**src/rtl/binary_bcd_converter_pkg.sv**
```systemverilog
// Shared constants and state encoding for the shift-and-add-3 binary-to-BCD converter.
package binary_bcd_converter_pkg;

    localparam int DIGIT_W   = 4;
    localparam int DIGIT_CNT = 3;
    localparam int SCRATCH_W = DIGIT_W * DIGIT_CNT;
    localparam int CNT_W     = 4;

    localparam logic [DIGIT_W-1:0] ADD3_THRESH = 4'd5;
    localparam logic [DIGIT_W-1:0] ADD3_VALUE  = 4'd3;

    typedef enum logic [1:0] {
        IDLE  = 2'd0,
        SHIFT = 2'd1,
        DONE  = 2'd2
    } state_t;

endpackage

```
**src/rtl/binary_bcd_converter_add3.sv**
```systemverilog
// One BCD digit correction: add 3 when the digit would overflow past 9 after doubling.
module bcd_add3
    import binary_bcd_converter_pkg::*;
(
    input  logic [DIGIT_W-1:0] digit_i,
    output logic [DIGIT_W-1:0] digit_o
);

    assign digit_o = (digit_i >= ADD3_THRESH) ? digit_i + ADD3_VALUE : digit_i;

endmodule

```
**src/rtl/binary_bcd_converter.sv**
```systemverilog
// Sequential double-dabble converter: one bit per SHIFT cycle, result digits
// registered and updated only on the cycle that raises Done.
module binary_bcd_converter
    import binary_bcd_converter_pkg::*;
#(
    parameter int N = 8
) (
    input  logic         Clock,
    input  logic         Reset,
    input  logic         Start,
    input  logic [N-1:0] Bin,
    output logic         Busy,
    output logic         Done,
    output logic [3:0]   BCD2,
    output logic [3:0]   BCD1,
    output logic [3:0]   BCD0
);

    state_t                 state_q, state_d;
    logic [N-1:0]           bin_q, bin_d;
    logic [SCRATCH_W-1:0]   scratch_q, scratch_d;
    logic [SCRATCH_W-1:0]   result_q, result_d;
    logic [CNT_W-1:0]       cnt_q, cnt_d;
    logic                   done_q, done_d;

    logic [SCRATCH_W-1:0]   scratch_adj;
    logic [SCRATCH_W+N-1:0] shifted;

    for (genvar g = 0; g < DIGIT_CNT; g++) begin : g_add3
        bcd_add3 u_add3 (
            .digit_i (scratch_q[g*DIGIT_W +: DIGIT_W]),
            .digit_o (scratch_adj[g*DIGIT_W +: DIGIT_W])
        );
    end

    assign shifted = {scratch_adj, bin_q} << 1;

    always_comb begin
        // NOTE: every signal gets a default first so no path leaves it unassigned (no latch).
        state_d   = state_q;
        bin_d     = bin_q;
        scratch_d = scratch_q;
        result_d  = result_q;
        cnt_d     = cnt_q;
        done_d    = 1'b0;

        case (state_q)
            IDLE: begin
                if (Start) begin
                    bin_d     = Bin;
                    scratch_d = '0;
                    cnt_d     = CNT_W'(N);
                    state_d   = SHIFT;
                end
            end
            SHIFT: begin
                scratch_d = shifted[SCRATCH_W+N-1 -: SCRATCH_W];
                bin_d     = shifted[N-1:0];
                cnt_d     = cnt_q - CNT_W'(1);
                // Last bit: publish the post-shift scratch directly.
                if (cnt_q == CNT_W'(1)) begin
                    result_d = shifted[SCRATCH_W+N-1 -: SCRATCH_W];
                    done_d   = 1'b1;
                    state_d  = DONE;
                end
            end
            DONE: begin
                state_d = IDLE;
            end
            default: begin
                state_d = IDLE;
            end
        endcase
    end

    always_ff @(posedge Clock) begin
        // NOTE: sequential state uses non-blocking assignments so all registers update together.
        if (Reset) begin
            state_q   <= IDLE;
            bin_q     <= '0;
            scratch_q <= '0;
            result_q  <= '0;
            cnt_q     <= '0;
            done_q    <= 1'b0;
        end else begin
            state_q   <= state_d;
            bin_q     <= bin_d;
            scratch_q <= scratch_d;
            result_q  <= result_d;
            cnt_q     <= cnt_d;
            done_q    <= done_d;
        end
    end

    assign Busy = (state_q != IDLE);
    assign Done = done_q;
    assign BCD0 = result_q[0*DIGIT_W +: DIGIT_W];
    assign BCD1 = result_q[1*DIGIT_W +: DIGIT_W];
    assign BCD2 = result_q[2*DIGIT_W +: DIGIT_W];

endmodule

```
**config.mk**
```make
export PLATFORM = sky130hd
export DESIGN_NAME = binary_bcd_converter
export DESIGN_NICKNAME = d
export VERILOG_FILES = /design/src/rtl/binary_bcd_converter_pkg.sv /design/src/rtl/binary_bcd_converter_add3.sv /design/src/rtl/binary_bcd_converter.sv
export SDC_FILE = /design/constraint.sdc
export NUM_CORES = 1
export LEC_CHECK = 0
export BUFFER_PORTS_ARGS = -buffer_cell sky130_fd_sc_hd__buf_2
export CORE_MARGIN = 10
export CORE_UTILIZATION = 34
export DETAILED_ROUTE_END_ITERATION = 10
export SKIP_LAST_GASP = 1
export SYNTH_ARGS = -nofsm -noshare
export SYNTH_HDL_FRONTEND = slang
export SYNTH_SLANG_ARGS = --single-unit
```
**constraint.sdc**
```tcl
create_clock -name Clock -period 2.5 [get_ports Clock]
set_input_delay 0.125 -clock Clock [delete_from_list [all_inputs] [get_ports Clock]]
set_output_delay 0.125 -clock Clock [all_outputs]
set_load 0.02 [all_outputs]
```
==> Word level (Yosys, flattened, before mapping) <==
Cells that the tools add are included.
{ "word_totals": {"mem_bits_ro": 0, "register_bits": 39, "latch_bits": 0, "ramBits": 0, "inputBits": 11, "mem_count": 0, "wordCells": 38} }
{ "classes": {"n_div": 0, "add_sub_neg": 4, "n_mul": 0, "n_lt_le_gt_ge": 3, "reduce_logical": 7, "shifts": 0, "bitwise_logic": 1, "mux": 13, "n_eq_ne": 4} }
{ "op_table": {"columns": ["cell", "n"], "rows": [
  ["case mux 12 bit (2 select lines)", 1],
  ["case mux 8 bit (2 select lines)", 1],
  [">= comparator 4 x 3 -> 1 bit (second input constant)", 3],
  ["two-way mux 12 bit", 1],
  ["two-way mux 4 bit", 3],
  ["adder 4 x 2 -> 4 bit (second input constant)", 2],
  ["two-way mux 8 bit", 1],
  ["case mux 4 bit (2 select lines)", 1],
  ["AND reduction 2 bit", 3],
  ["equality test 4 x 1 -> 1 bit (second input constant)", 1],
  ["two-way mux 2 bit", 2],
  ["!= test 2 bit (second input constant)", 2],
  ["case mux 2 bit (2 select lines)", 1],
  ["nonzero test 2 bit", 2],
  ["subtractor 4 x 1 -> 4 bit (second input constant)", 1],
  ["adder 3 x 2 -> 3 bit (second input constant)", 1],
  ["two-way mux 3 bit", 1],
  ["equality test 2 x 1 -> 1 bit (second input constant)", 1],
  ["zero test 2 bit", 1],
  ["OR reduction 2 bit", 1],
  ["two-way mux 1 bit", 1],
  ["inverter 1 bit", 1]
]} }

==> Longest topological paths before layout <==
Gate-level depths: netlist of run 1.
{ "depth": {"depth_word": 3, "mapped_depth": 8, "ltp_nobuf": 6} }

==> Hierarchy <==
Synthesis of run 1 repeated with hierarchy kept, for this count alone.
{ "unflattened": {"hier_cells": 191, "hier_area_um2": 1786.7} }
{ "by_module_without_submodules": {"columns": ["module", "area_per_inst_um2", "cells_each", "n_inst", "seq_area_each_um2"], "rows": [
  ["binary_bcd_converter", 1482.7, 143, 1, 780.7],
  ["bcd_add3", 101.3, 16, 3, 0.0]
]} }

==> Least setup slack after synthesis of run 1 <==
OpenSTA, ideal clock, no wires.
{ "synth_timing": {"path_type": "register -> register", "from": "register scratch_q[4]", "to": "register result_q[6]", "synth_period_minus_slack_ns": 1.453, "path_stages_with_launch": 7, "arrival_ns": 1.380, "setup_ns": 0.073, "path_slack_ns": 1.047, "path_buffers": 0, "path_cell_list": "dfxtp_1 > inv_1 > ha_1 > nand2b_1 > a21oi_1 > mux2_2 > o22ai_2"} }
{ "synth_via": {"elab_chain_cells": 2, "word_cells_on_any_way": 3, "cone_classes": "add/sub: 1; order compare: 1; mux: 1"} }
{ "synth_rtl": {"columns": ["item", "line_no", "text"], "rows": [
  ["from (decl)", "binary_bcd_converter.sv:21", "logic [SCRATCH_W-1:0] scratch_q, scratch_d;"],
  ["from (signal assigned)", "binary_bcd_converter.sv:88", "scratch_q <= scratch_d;"],
  ["adder 4 x 2 -> 4 bit or >= comparator 4 x 3 -> 1 bit (tied branches)", "binary_bcd_converter_add3.sv:9", "assign digit_o = (digit_i >= ADD3_THRESH) ? digit_i + ADD3_VALUE : digit_i;"],
  ["two-way mux 4 bit (*)", "binary_bcd_converter_add3.sv:9", null],
  ["to (signal assigned)", "binary_bcd_converter.sv:89", "result_q <= result_d;"],
  ["to (decl)", "binary_bcd_converter.sv:22", "logic [SCRATCH_W-1:0] result_q, result_d;"]
]} }
Every way passes the cells marked *; elsewhere a longest branch is shown, timed or not.
A chain may end at the register's enable or synchronous reset.

==> Worst setup path in the final report of run 1 <==
{ "layout_timing": {"from": "register cnt_q[0]", "to": "register result_q[4]"} }
{ "layout_via": {"elab_chain_cells": 2} }
{ "layout_rtl": {"columns": ["item", "line_no", "text"], "rows": [
  ["from (decl)", "binary_bcd_converter.sv:23", "logic [CNT_W-1:0] cnt_q, cnt_d;"],
  ["from (signal assigned)", "binary_bcd_converter.sv:90", "cnt_q <= cnt_d;"],
  ["equality test 4 x 1 -> 1 bit", "binary_bcd_converter.sv:61", "if (cnt_q == CNT_W'(1)) begin"],
  ["AND reduction 2 bit (no line)", null, null]
]} }
No other way between the ends.

==> metrics.md, run 1 <==
| Metric | Value |
|---|---|
| Pint | 1.11 mW |
| Setup TNS | 0 ps |
| Remaining Overflow, GRT | 0 |
| TritonCTS clock tree | done |
| Placed cell count | 303 |
| Fill cell count | 578 |
| Sw Ratio | 23.2% |
| Critical Path Fanout Max | 9 |
| Ys flop type | dfxtp_1 |
| Cts hold-fix bufs | 0 |
| Fraction of registers with async set/reset | 0% |
| Mean Syn Cell Area | 8.71 um^2 |
| Period utilisation layout | 74.0% |
| Clock network latency to the later pin of the worst-skew pair | 290 ps |
| R2R depth | 6 |
| Final cell count without fillers | 311 |
| Initial DRC Count | 34 |
| Vias | 1547 |
| Final Skew | 8.69 ps |
| Share of power burned in combinational logic | 10.6% |
| Most frequent cells in the layout | dfxtp_1, nor2_1, buf_2 |
| Slew HR | 53.8% |
| Share of the synthesized area in the top cell type | 41.1% |
| Worst Tran Pin Value | 690 ps |
| GP Congestion | 0.784 |
| Cell count after synthesis | 218 |
| Num CTS Buffers | 5 |
| Reg2reg end | result_q[4]$_SDFFE_PP0P_ |
| Post-Route WL | 4230 um |
| Clk buf depth | 2 |
| Initial Utilization | 34.7% |
| Leak | 0.841 nW |
| Seq pwr share | 46.4% |
| Final Max Tran Viols | 0 |
| Post-DRT Antenna Nets | 0 |
| Tmin final | 1850 ps |
| FF-to-FF setup slack | 650 ps |
| Clk network pwr share | 43.0% |
| GRT Total Usage | 10.1% |
| YS warnings | 0 |
| CP Class | reg -> reg |
| Root Buffer | clkbuf_8 |
| Final #Nets | 257 |
| Total setup buffers inserted after CTS | 0 |
| Setup crit end | result_q[4]$_SDFFE_PP0P_ |
| RSZ-0062 raised after global routing | false |
| Area delta synth->final | 15.2% |
| Launch point of the worst path | cnt_q[0]$_SDFFE_PP0P_ |
| Crit end category | register |
| Post-synthesis cell area | 1900 um^2 |
| Power Dens Cells | 662 nW/um^2 |
| FP Rows | 27 |
| Psw | 0.336 mW |
| # Max-Cap Violations | 0 |
| Layout cells sized above 1 | 21.8% |
| Number of iterations in the first detailed-routing pass | 4 |
| WP data arrival | 2060 ps |
| Status | completed |
| Largest net degree at the start of global routing | 23 |
| DP HPWL | 2970 um |
| Routed WL per cell | 13.6 um |
| N_diodes | 0 |
| Most common cell after layout, fill and taps aside | dfxtp_1 |
| Min-delay worst type | in -> reg |
| Area contributors post-synth | dfxtp_1, nor2_1, a21oi_1 |
| Number of global-route vias before repair | 1513 |
| Sequential-to-total area share from yosys stat | 41.1% |
| Ports | 25 |
| Initial antenna violation count | 0 |
| Clock slew at reported path FFs | 80 ps |
| Die Ht | 94.7 um |
| Max rail drop VDD | 0.283 mV |
| Post-synth cell types | 30 |
| Max Fclk | 0.540 GHz |
| Port bufs | 24 |
| Clock sinks | 39 |
| Final hold vios | 0 |
| Die W | 94.7 um |
| R2r startpoint | cnt_q[0]$_SDFFE_PP0P_ |
| Syn Nets | 237 |
| Synth area leader | dfxtp_1 |
| DRC violations left | 0 |
| Post-CTS Resized | 0 |
| Die area | 8970 um^2 |
| Hold depth | 2 |
| CP Data Required Time | 2700 ps |
| EDFF count, synth | 0 |
| Htree depth | 2 |
| DR vias/cell | 4.97 |
| Startpoint Class | register |
| Core area | 5470 um^2 |
| First-pass GRT wire length | 7280 um |
| Seq cells post-synth | 39 |
| Final setup vio count | 0 |
==> worst min-delay path by stage <==
stage,start,endpoint,slack (ps)
finish,Reset,scratch_q[7]$_SDFFE_PP0P_,230
global route,Reset,scratch_q[11]$_SDFFE_PP0P_,270
CTS,Reset,scratch_q[7]$_SDFFE_PP0P_,220
detailed placement,result_q[1]$_SDFFE_PP0P_,result_q[1]$_SDFFE_PP0P_,480
global placement,result_q[0]$_SDFFE_PP0P_,result_q[0]$_SDFFE_PP0P_,460
floorplan,Start,bin_q[2]$_SDFFE_PP0P_,340
==> layout make-up <==
type | count | area (um^2) | share of cell area [%]
Clock buffer | 6 | 72.6 | 3.32
Tap cell | 72 | 90.1 | 4.12
Timing Repair Buffer | 28 | 150 | 6.87
Sequential cell | 39 | 781 | 35.7
Inverter | 14 | 52.6 | 2.40
Multi-Input combinational cell | 150 | 980 | 44.8
Clock inverter | 2 | 60.1 | 2.75
==> cell families after synthesis <==
| group | share of synthesized area, % |
|---|---|
| and+or+nand+nor | 20.8 |
| AOI/OAI and AO/OA | 21.8 |
| DFF | 41.1 |
| buffers and inverters | 7.25 |
| adders and majority gates | 5.27 |
| muxes | 2.37 |
| xor gates and xnor gates | 1.38 |
==> critical path: stages, from the launching register on <==
cell and delay (ps):
dfxtp_1 400, ha_1 160, nor3b_1 290, and2_1 430
buf_4 240, nor2_1 50, a211oi_1 200
==> power by group through the flow <==
stage | registers, mW | logic [mW] | clock network (mW)
after floorplan | 0.682 | 0.115 | 0
after global placement | 0.686 | 0.153 | 0
after detailed placement | 0.686 | 0.154 | 0
after CTS | 0.671 | 0.155 | 0.634
after global routing | 0.676 | 0.175 | 0.670
final | 0.671 | 0.153 | 0.622
==> routing by layer <==
layer	GRT usage (%)	wire, um	vias up
li1	-	-	802
met1	12.2	2030	719
met2	16.4	1940	22
met3	3.09	201	4
met4	3.74	52	0
met5	0	0	-
==> synth_stat cells (6+ instances only) <==
cell type and instances:
a211oi_1 8, nor2_1 32, nor3_1 7, inv_1 14
a21oi_1 22, clkbuf_1 9, dfxtp_1 39, nand2b_1 12
ha_1 8, nor3b_1 6, o21ai_0 9
==> flip-flops by register name, summed over array words and instances (netlist names) <==
register	count
result_q	12
Done	1
cnt_q	4
scratch_q	12
state_q	2
bin_q	8
==> metrics by stage <==
step           total power [mW]  utilization [%]  setup slack, ps  instance area (um^2)  hold slack, ps
6_report                   1.45             39.9              649                  2190             233
5_1_grt                    1.52             39.9              514                  2190             268
4_1_cts                    1.46             39.9              654                  2190             222
3_5_place_dp              0.841             37.5              660                  2050             477
3_3_place_gp              0.839             37.5              754                  2050             458
2_1_floorplan             0.798                -             1050                  1900             343
Note: power is estimated with default switching activity, not from simulation.
==> run 2, diff against run 1 <==
==> constraint.sdc (replaced) <==
create_clock -name Clock -period 1.6 [get_ports Clock]
set_input_delay 0.08 -clock Clock [delete_from_list [all_inputs] [get_ports Clock]]
set_output_delay 0.08 -clock Clock [all_outputs]
set_load 0.02 [all_outputs]
==> run 2 against run 1 <==
Utilization rose by 1.0 points. Fmax up 24%. Sequential share of layout area down 0.88 points. Setup slack got worse by 540 ps. Routed wire length is 0.54% lower. Largest power group unchanged. Highest routed layer unchanged.
==> metrics.md, run 2 (synthesized netlist as in run 1, its figures left out) <==
| Metric | Value |
|---|---|
| Die Ht | 94.7 um |
| Area delta synth->final | 18.1% |
| N_diodes | 0 |
| Max rail drop VDD | 0.436 mV |
| Power Dens Cells | 872 nW/um^2 |
| Min-delay worst type | in -> reg |
| Clk buf depth | 2 |
| Number of iterations in the first detailed-routing pass | 4 |
| Die W | 94.7 um |
| Routed WL per cell | 13.0 um |
| WL met3 | 146 um |
| Remaining Overflow, GRT | 0 |
| Layout cells sized above 1 | 26.7% |
| Post-Route WL | 4210 um |
| Largest regs | result_q (12), scratch_q (12), bin_q (8) |
| GP Congestion | 0.750 |
| Most frequent cells in the layout | dfxtp_1, nor2_1, buf_2 |
| Top Layer Used | met4 |
| Initial Utilization | 34.7% |
| First-pass GRT wire length | 7220 um |
| Startpoint Class | register |
| Tmin final | 1490 ps |
| Root Buffer | clkbuf_8 |
| Num CTS Buffers | 5 |
| Startpoint of the worst hold path | Reset |
| Clock slew at reported path FFs | 80 ps |
| Slew HR | 72.6% |
| Number of global-route vias before repair | 1560 |
| Final Util | 40.9% |
| DR WL met2 | 1960 um |
| Final hold vios | 0 |
| Critical Path Fanout Max | 4 |
| Initial antenna violation count | 0 |
| DP Worst Slack | 53.3 ps |
| Post-route worst setup slack | 110 ps |
| Core area | 5470 um^2 |
| Period utilisation layout | 93.1% |
| Placed cell count | 314 |
| DRC violations left | 0 |
| Die area | 8970 um^2 |
| Largest net degree at the start of global routing | 22 |
| Final setup vio count | 0 |
| Launch point of the worst path | scratch_q[1]$_SDFFE_PP0P_ |
| Total power | 1.95 mW |
| Clock network latency to the later pin of the worst-skew pair | 290 ps |
| Vias | 1592 |
| Final Skew | 3.19 ps |
| # Max-Cap Violations | 0 |
| WP data arrival | 1710 ps |
| Clock sinks | 39 |
| Most common cell after layout, fill and taps aside | dfxtp_1 |
| Cts hold-fix bufs | 0 |
| Ports | 25 |
| R2r startpoint | scratch_q[1]$_SDFFE_PP0P_ |
| DR vias/cell | 4.93 |
| Leak | 0.879 nW |
| Htree depth | 2 |
| Initial DRC Count | 70 |
| Final cell count without fillers | 323 |
| Final #Nets | 269 |
| Max Fclk | 0.671 GHz |
| GRT Total Usage | 9.80% |
| Status | completed |
| RSZ-0062 raised after global routing | true |
| Worst Tran Pin Value | 411 ps |
| CP Class | reg -> reg |
| Crit end category | register |
| Final Max Tran Viols | 0 |
| Post-DRT Antenna Nets | 0 |
| FP Rows | 27 |
| TritonCTS clock tree | done |
| DP HPWL | 2960 um |
| M1 wire length | 2020 um |
| CP Data Required Time | 1820 ps |
| Port bufs | 24 |
## run 2: cell types whose count changed in the layout (fill, tap and decap cells not counted), sizes merged
cell    change
clkbuf      +1
buf        +12
clkinv      +1
bufinv      -2
## run 2: final timing paths
kind,slack [ps],endpoint,depth (start not counted)
setup / recovery,110,result_q[2]$_SDFFE_PP0P_,6
hold / removal,170,scratch_q[7]$_SDFFE_PP0P_,2
setup reg to reg,110,result_q[2]$_SDFFE_PP0P_,6
hold reg to reg,480,result_q[0]$_SDFFE_PP0P_,2
## run 2: area by class of cell
class	instances	area, um^2
inverter	14	52.6
clock buffer	7	76.3
multi-input combinational	150	996
tap	72	90.1
fill	587	3230
timing repair buffer	40	240
clock inverter	1	5.00
sequential	39	781
## run 2: timing repair
action / in CTS / in global routing
hold endpoints to repair: 0 / 0
setup endpoints to repair: 0 / 15
gates resized for setup: 0 / 5
setup buffers: 0 / 1
## run 2: stage by stage
step	cell area, um^2	setup TNS (ps)	hold slack [ps]
after floorplan	1900	0	298
after global placement	2140	0	474
after detailed placement	2140	0	470
after CTS	2220	0	175
after global routing	2240	-29.5	200
final	2240	0	172
## run 2: worst max-delay path: stages (launching register included)
cell,delay [ps]
dfxtp_1,340
inv_1,80
ha_1,170
nand2b_1,150
a21oi_2,170
mux2_2,370
o22ai_2,140
## run 2: where the power goes
group | leakage [nW] | internal, mW | switching [mW] | total (mW)
Clock | 0.0422 | 0.306 | 0.340 | 0.646
Sequential | 0.318 | 1.01 | 0.0297 | 1.04
Combinational | 0.520 | 0.116 | 0.151 | 0.267
Total | 0.879 | 1.43 | 0.521 | 1.95
## run 2: metal layers
metal	up-vias	global-route usage [%]
met1	743	11.7
met4	0	4.49
met5	-	0
li1	821	-
met3	7	2.38
met2	21	16.2
